$ cat src/rtl/serial_word_collector_if.sv
// Output-side bundle of serial_word_collector: serial input, word handshake and status flags.
// The collector connects through the master modport; the consumer or bench uses slave.
interface serial_word_collector_if #(
    parameter int WIDTH = 8
);
    logic             si;
    logic [WIDTH-1:0] dout;
    logic             dout_valid;
    logic             dout_ready;
    logic             overrun;
    logic             parity_err;

    modport master (
        input  si,
        input  dout_ready,
        output dout,
        output dout_valid,
        output overrun,
        output parity_err
    );

    modport slave (
        output si,
        output dout_ready,
        input  dout,
        input  dout_valid,
        input  overrun,
        input  parity_err
    );
endinterface

$ cat src/rtl/serial_word_collector.sv
// Serial-to-parallel frame collector: start bit, WIDTH data bits MSB first, optional even parity.
// Define PARITY_CHECK_EN to add the parity bit and PARITY state; the port list is unchanged either way.
module serial_word_collector #(
    parameter int WIDTH = 8
) (
    input logic                    clk,
    input logic                    rst,
    serial_word_collector_if.master bus
);
    localparam int CW = $clog2(WIDTH);

`ifdef PARITY_CHECK_EN
    typedef enum logic [1:0] {IDLE, DATA, PARITY} state_t;
`else
    typedef enum logic [0:0] {IDLE, DATA} state_t;
`endif

    state_t           state, state_next;
    logic [CW-1:0]    cnt;
    logic [WIDTH-1:0] shreg;
    logic             last_bit;
    logic             shift_en;
    logic             clr_cnt;
    logic             complete;
    logic [WIDTH-1:0] word;
    logic [WIDTH-1:0] dout_q;
    logic             valid_q;
    logic             overrun_q;
`ifdef PARITY_CHECK_EN
    logic             word_perr;
    logic             perr_q;
`endif

    assign last_bit = (cnt == CW'(WIDTH - 1));

    always_ff @(posedge clk) begin
        if (rst) state <= IDLE;
        else     state <= state_next;
    end

    always_comb begin
        state_next = state;
        case (state)
            IDLE: if (bus.si) state_next = DATA;
            DATA: begin
                if (last_bit) begin
`ifdef PARITY_CHECK_EN
                    state_next = PARITY;
`else
                    state_next = IDLE;
`endif
                end
            end
`ifdef PARITY_CHECK_EN
            PARITY: state_next = IDLE;
`endif
            default: state_next = IDLE;
        endcase
    end

    always_comb begin
        shift_en = 1'b0;
        clr_cnt  = 1'b0;
        complete = 1'b0;
        word     = shreg;
`ifdef PARITY_CHECK_EN
        word_perr = 1'b0;
`endif
        case (state)
            IDLE: clr_cnt = 1'b1;
            DATA: begin
                shift_en = 1'b1;
`ifndef PARITY_CHECK_EN
                // Without parity the word completes on the last data bit, so that bit bypasses the shifter.
                if (last_bit) begin
                    complete = 1'b1;
                    word     = {shreg[WIDTH-2:0], bus.si};
                end
`endif
            end
`ifdef PARITY_CHECK_EN
            PARITY: begin
                complete  = 1'b1;
                word_perr = (^shreg) ^ bus.si;
            end
`endif
            default: ;
        endcase
    end

    always_ff @(posedge clk) begin
        if (rst) begin
            shreg     <= '0;
            cnt       <= '0;
            dout_q    <= '0;
            valid_q   <= 1'b0;
            overrun_q <= 1'b0;
`ifdef PARITY_CHECK_EN
            perr_q    <= 1'b0;
`endif
        end else begin
            if (clr_cnt)       cnt <= '0;
            else if (shift_en) cnt <= last_bit ? '0 : cnt + CW'(1);
            if (shift_en) shreg <= {shreg[WIDTH-2:0], bus.si};

            // A completion loads only if the holding register is empty or being drained this cycle.
            if (complete) begin
                if (!valid_q || bus.dout_ready) begin
                    dout_q  <= word;
                    valid_q <= 1'b1;
`ifdef PARITY_CHECK_EN
                    perr_q  <= word_perr;
`endif
                end else begin
                    overrun_q <= 1'b1;
                end
            end else if (valid_q && bus.dout_ready) begin
                valid_q <= 1'b0;
            end
        end
    end

    assign bus.dout       = dout_q;
    assign bus.dout_valid = valid_q;
    assign bus.overrun    = overrun_q;
`ifdef PARITY_CHECK_EN
    assign bus.parity_err = perr_q;
`else
    assign bus.parity_err = 1'b0;
`endif
endmodule

$ cat src/flat_wrapper.sv
// flat-port wrapper written by rule: the top's interface ports become plain ports
module serial_word_collector_flat 
#(
    parameter int WIDTH = 8
)
  (clk, rst, bus_si, bus_dout_ready, bus_dout, bus_dout_valid, bus_overrun, bus_parity_err);
  serial_word_collector_if #(.WIDTH(WIDTH)) bus_i ();
  input logic clk;
  input logic rst;
  input wire logic [$bits(bus_i.si)-1:0] bus_si;
  input wire logic [$bits(bus_i.dout_ready)-1:0] bus_dout_ready;
  output wire logic [$bits(bus_i.dout)-1:0] bus_dout;
  output wire logic [$bits(bus_i.dout_valid)-1:0] bus_dout_valid;
  output wire logic [$bits(bus_i.overrun)-1:0] bus_overrun;
  output wire logic [$bits(bus_i.parity_err)-1:0] bus_parity_err;
  assign bus_i.si = bus_si;
  assign bus_i.dout_ready = bus_dout_ready;
  assign bus_dout = bus_i.dout;
  assign bus_dout_valid = bus_i.dout_valid;
  assign bus_overrun = bus_i.overrun;
  assign bus_parity_err = bus_i.parity_err;
  serial_word_collector #(.WIDTH(WIDTH)) u_core (.clk(clk), .rst(rst), .bus(bus_i));
endmodule
$ cat config.mk
export PLATFORM = sky130hd
export DESIGN_NAME = serial_word_collector_flat
export DESIGN_NICKNAME = d
export VERILOG_FILES = /design/src/rtl/serial_word_collector_if.sv /design/src/rtl/serial_word_collector.sv /design/src/flat_wrapper.sv
export SDC_FILE = /design/constraint.sdc
export NUM_CORES = 1
export LEC_CHECK = 0
export ABC_AREA = 1
export ABC_CLOCK_PERIOD_IN_PS = 2100
export BUFFER_PORTS_ARGS = -buffer_cell sky130_fd_sc_hd__buf_4
export CAP_MARGIN = 20
export CORE_MARGIN = 2
export CORE_UTILIZATION = 50
export CTS_BUF_LIST = sky130_fd_sc_hd__clkbuf_2 sky130_fd_sc_hd__clkbuf_4 sky130_fd_sc_hd__clkbuf_8
export CTS_CLUSTER_SIZE = 14
export DETAILED_ROUTE_END_ITERATION = 12
export HOLD_SLACK_MARGIN = 0.08
export PLACE_DENSITY = 0.71
export RECOVER_POWER = 100
export SLEW_MARGIN = 10
export SYNTH_ARGS = -nofsm -noshare
export SYNTH_HDL_FRONTEND = slang
export SYNTH_SLANG_ARGS = --single-unit
$ cat constraint.sdc
create_clock -name clk -period 2.1 [get_ports clk]
set_clock_uncertainty 0.2 [all_clocks]
set_input_delay 0.42 -clock clk [delete_from_list [all_inputs] [get_ports clk]]
set_output_delay 0.42 -clock clk [all_outputs]
set_load 0.1 [all_outputs]
==> flow_summary_export.csv <==
group,metric,value,unit
clock_tree,cts.sinks,22,
place,place.gp.congestion,0.750,
yosys,syn_area_per_cell,7.90,µm²
yosys,syn-instance-count,114,
yosys,synth.top_cells.by_area,"dfxtp_1 49%, nor2_1 9.2%, nand2_1 5.4%",
floorplanning,die_area,2160,µm²
global_route,grt_overflow_total,0,
clock_tree,clockBufferDepth,2,
critical_path,crit_family,"buffers and inverters",
power,leakagePower,0.471,nW
timing,tightest_slew,0.544,ns
yosys,synth_top_area_share,48.9,%
place,dp_hpwl,1.10,mm
yosys,synth_seq_area_share,48.9,%
timing,slew_violations,0,
clock_tree,clk_latency,0.31,ns
critical_path,critPathMaxFanout,2,
timing,final.setup.tns,0,ns
power,seqPwrFrac,54.2,%
timing,maxSlewHeadroom,63.9,%
floorplanning,fp.dieW,46.4,µm
global_route,grt_pass1_wl,2.48,mm
drt,wl_per_cell,9.46,µm
timing,finalHoldViolCount,0,
critical_path,critical-path-slowest-cell,"clkbuf_2",
yosys,synth_warnings,0,
floorplanning,start_util,52.7,%
critical_path,worst_ep_arrival_time,1.13,ns
clock_tree,tritoncts,"built",
yosys,synth.largest_area_cell,"dfxtp_1",
power,pwr-share-clk,39.4,%
drt,ant_nets,0,
yosys,ys_async_sr_fraction,0,%
yosys,synth.cell_area,901,µm²
power,p_int,0.642,mW
yosys,synth_edf_count,0,
critical_path,critPathKind,"register to primary output",
finish,regArea,440,µm²
drt,drc,0,
critical_path,worstPathCellList,"clkbuf_2",
global_route,grt_max_degree,19,
yosys,synth_common_cells,"22 x dfxtp_1, 22 x nor2_1, 13 x nand2_1",
timing,setup_viol,0,
finish,syn2layout_area_growth,12.8,%
timing,fin_crit_sh,83.5,%
finish,nNetsFinal,136,
critical_path,path_depth,1,
timing,max_freq,0.570,GHz
clock_tree,clk_pin_slew,0.11,ns
power,p_sw_share,20.8,%
drt,drtPass1Iterations,4,
global_route,grt_pass1_vias,619,
clock_tree,numCtsBuffers,3,
timing,period_needed,1.75,ns
drt,via_per_inst,4.69,
drt,routed_wl,1.45,mm
place,placed_cell_area,992,µm²
critical_path,required,1.48,ns
critical_path,end_kind,"primary output",
critical_path,crit_end,"bus_dout_valid",
critical_path,crit_path_max_incr_delay,0.46,ns
run_status,outcome,"finished clean",
yosys,synth-main-ff-cell,"dfxtp_1",
clock_tree,cts_resized,0,
yosys,synth-seq-cells,22,
drt,routed-via-count,718,
floorplanning,coreArea,1710,µm²
finish,diodes,0,
flow_run,drv_cap,0,
clock_tree,cts_max_level,1,
yosys,synth_cell_types,21,
finish,fin_area,1020,µm²
critical_path,worstRegToRegCells,8,
critical_path,cp-start-kind,"register",
floorplanning,die_h,46.4,µm
finish,fill_cells,170,
critical_path,timing.rr.end,"u_core.bus.dout[5]$_SDFFE_PP0P_",
finish,multi_input_area,345,µm²
power,combPwrFrac,6.4,%
critical_path,crit_buf_inv,1,
timing,rsz0062_at_grt,"no",
yosys,synth_nets,121,
critical_path,ff2ff_setup_slack,0.41,ns
clock_tree,cts_root_buffer,"clkbuf_4",
finish,drive_above_1_share,18.0,%
floorplanning,io_pins,15,
global_route,antenna_found_initial,0,
power,vdd_drop_max,680,µV
worst_hold_path,hp-class,"input pin to register",
power,power.density,798,nW/µm²
critical_path,rr_startpoint,"u_core.cnt[0]$_SDFFE_PP0P_",
timing,finalWorstSetupSlack,0.346,ns
place,port-buffer-count,13,
place,pre_cts_slack,0.514,ns
power,switchingPower,0.169,mW
critical_path,critPathLaunch,"u_core.bus.dout_valid$_SDFFE_PP0P_",
drt,drt_iter0_markers,13,
finish,post-route-util,59.5,%
global_route,track_usage,16.3,%
floorplanning,floorplan.rows,15,
==> flip-flops by register name, indices dropped and copies added, names as in the netlist <==
name,count
u_core.bus.dout,8
u_core.bus.overrun,1
u_core.bus.dout_valid,1
u_core.shreg,8
u_core.state,1
u_core.cnt,3
==> cell usage in the layout (no fill, tap or decap) <==
cell,instances
o21ai_0,8
nand2_1,15
clkinv_2,1
nor3_1,1
a21oi_1,8
nor2_2,1
o21ai_1,1
inv_4,1
clkbuf_4,3
bufinv_16,1
clkbuf_2,10
ha_1,3
nor3b_1,1
nand3_1,8
a21oi_2,1
conb_1,1
buf_4,3
dlygate4sd3_1,1
inv_1,13
clkbuf_1,1
nand2_2,2
dfxtp_1,22
nor2_1,22
==> cell type report <==
cell class | instances | share of cell area, %
Clock buffer | 3 | 2.22
Multi-Input combinational cell | 72 | 34.0
Inverter | 15 | 5.91
Sequential cell | 22 | 43.3
Clock inverter | 1 | 2.96
Timing Repair Buffer | 15 | 8.50
Tap cell | 25 | 3.08
==> metal layers <==
metal | GRT usage, % | routed length [µm] | vias to the layer above
met5 | 0 | 0 | -
met4 | 8.57 | 30 | 0
met3 | 3.53 | 46 | 5
met2 | 25.0 | 649 | 15
met1 | 21.2 | 722 | 315
li1 | - | - | 383
==> metrics by stage <==
step | cells | power, mW | hold WS, ns
2_1_floorplan | 114 | 0.494 | 0.207
3_3_place_gp | 148 | 0.500 | 0.215
3_5_place_dp | 148 | 0.501 | 0.225
4_1_cts | 152 | 0.818 | 0.0801
5_1_grt | 153 | 0.846 | 0.155
6_report | 153 | 0.811 | 0.157
==> kinds of logic after synthesis <==
| family | Yosys count | share of synthesized area (%) |
|---|---|---|
| simple gates | 50 | 24.4 |
| fa+ha+maj | 3 | 4.17 |
| buf+inv | 20 | 11.7 |
| other cells | 1 | 0.416 |
| compound gates | 18 | 10.4 |
| flops | 22 | 48.9 |
==> repair_timing <==
| action | 4_1_cts | 5_1_grt |
|---|---|---|
| buffers inserted | 0 | 0 |
| hold buffers | 0 | 1 |
| endpoints found under the hold margin | 0 | 2 |
==> power by group through the flow <==
| stage | registers, mW | logic, mW | clock network (mW) |
|---|---|---|---|
| 2_1_floorplan | 0.446 | 0.0473 | 0 |
| 3_3_place_gp | 0.448 | 0.0515 | 0 |
| 3_5_place_dp | 0.449 | 0.0522 | 0 |
| 4_1_cts | 0.439 | 0.0525 | 0.326 |
| 5_1_grt | 0.442 | 0.0600 | 0.344 |
| 6_report | 0.439 | 0.0521 | 0.319 |
==> worst min-delay path by stage <==
stage,start,end,slack [ns],cells after the start
after floorplan,u_core.cnt[0]$_SDFFE_PP0P_,u_core.cnt[0]$_SDFFE_PP0P_,0.21,1
after global placement,u_core.cnt[0]$_SDFFE_PP0P_,u_core.cnt[0]$_SDFFE_PP0P_,0.21,1
after detailed placement,u_core.cnt[0]$_SDFFE_PP0P_,u_core.cnt[0]$_SDFFE_PP0P_,0.23,1
after CTS,rst,u_core.bus.overrun$_SDFFE_PP0P_,0.08,2
after global routing,bus_si,u_core.state$_SDFF_PP0_,0.16,3
final,bus_si,u_core.state$_SDFF_PP0_,0.16,3
No activity file was read; power rests on OpenSTA's default activity.
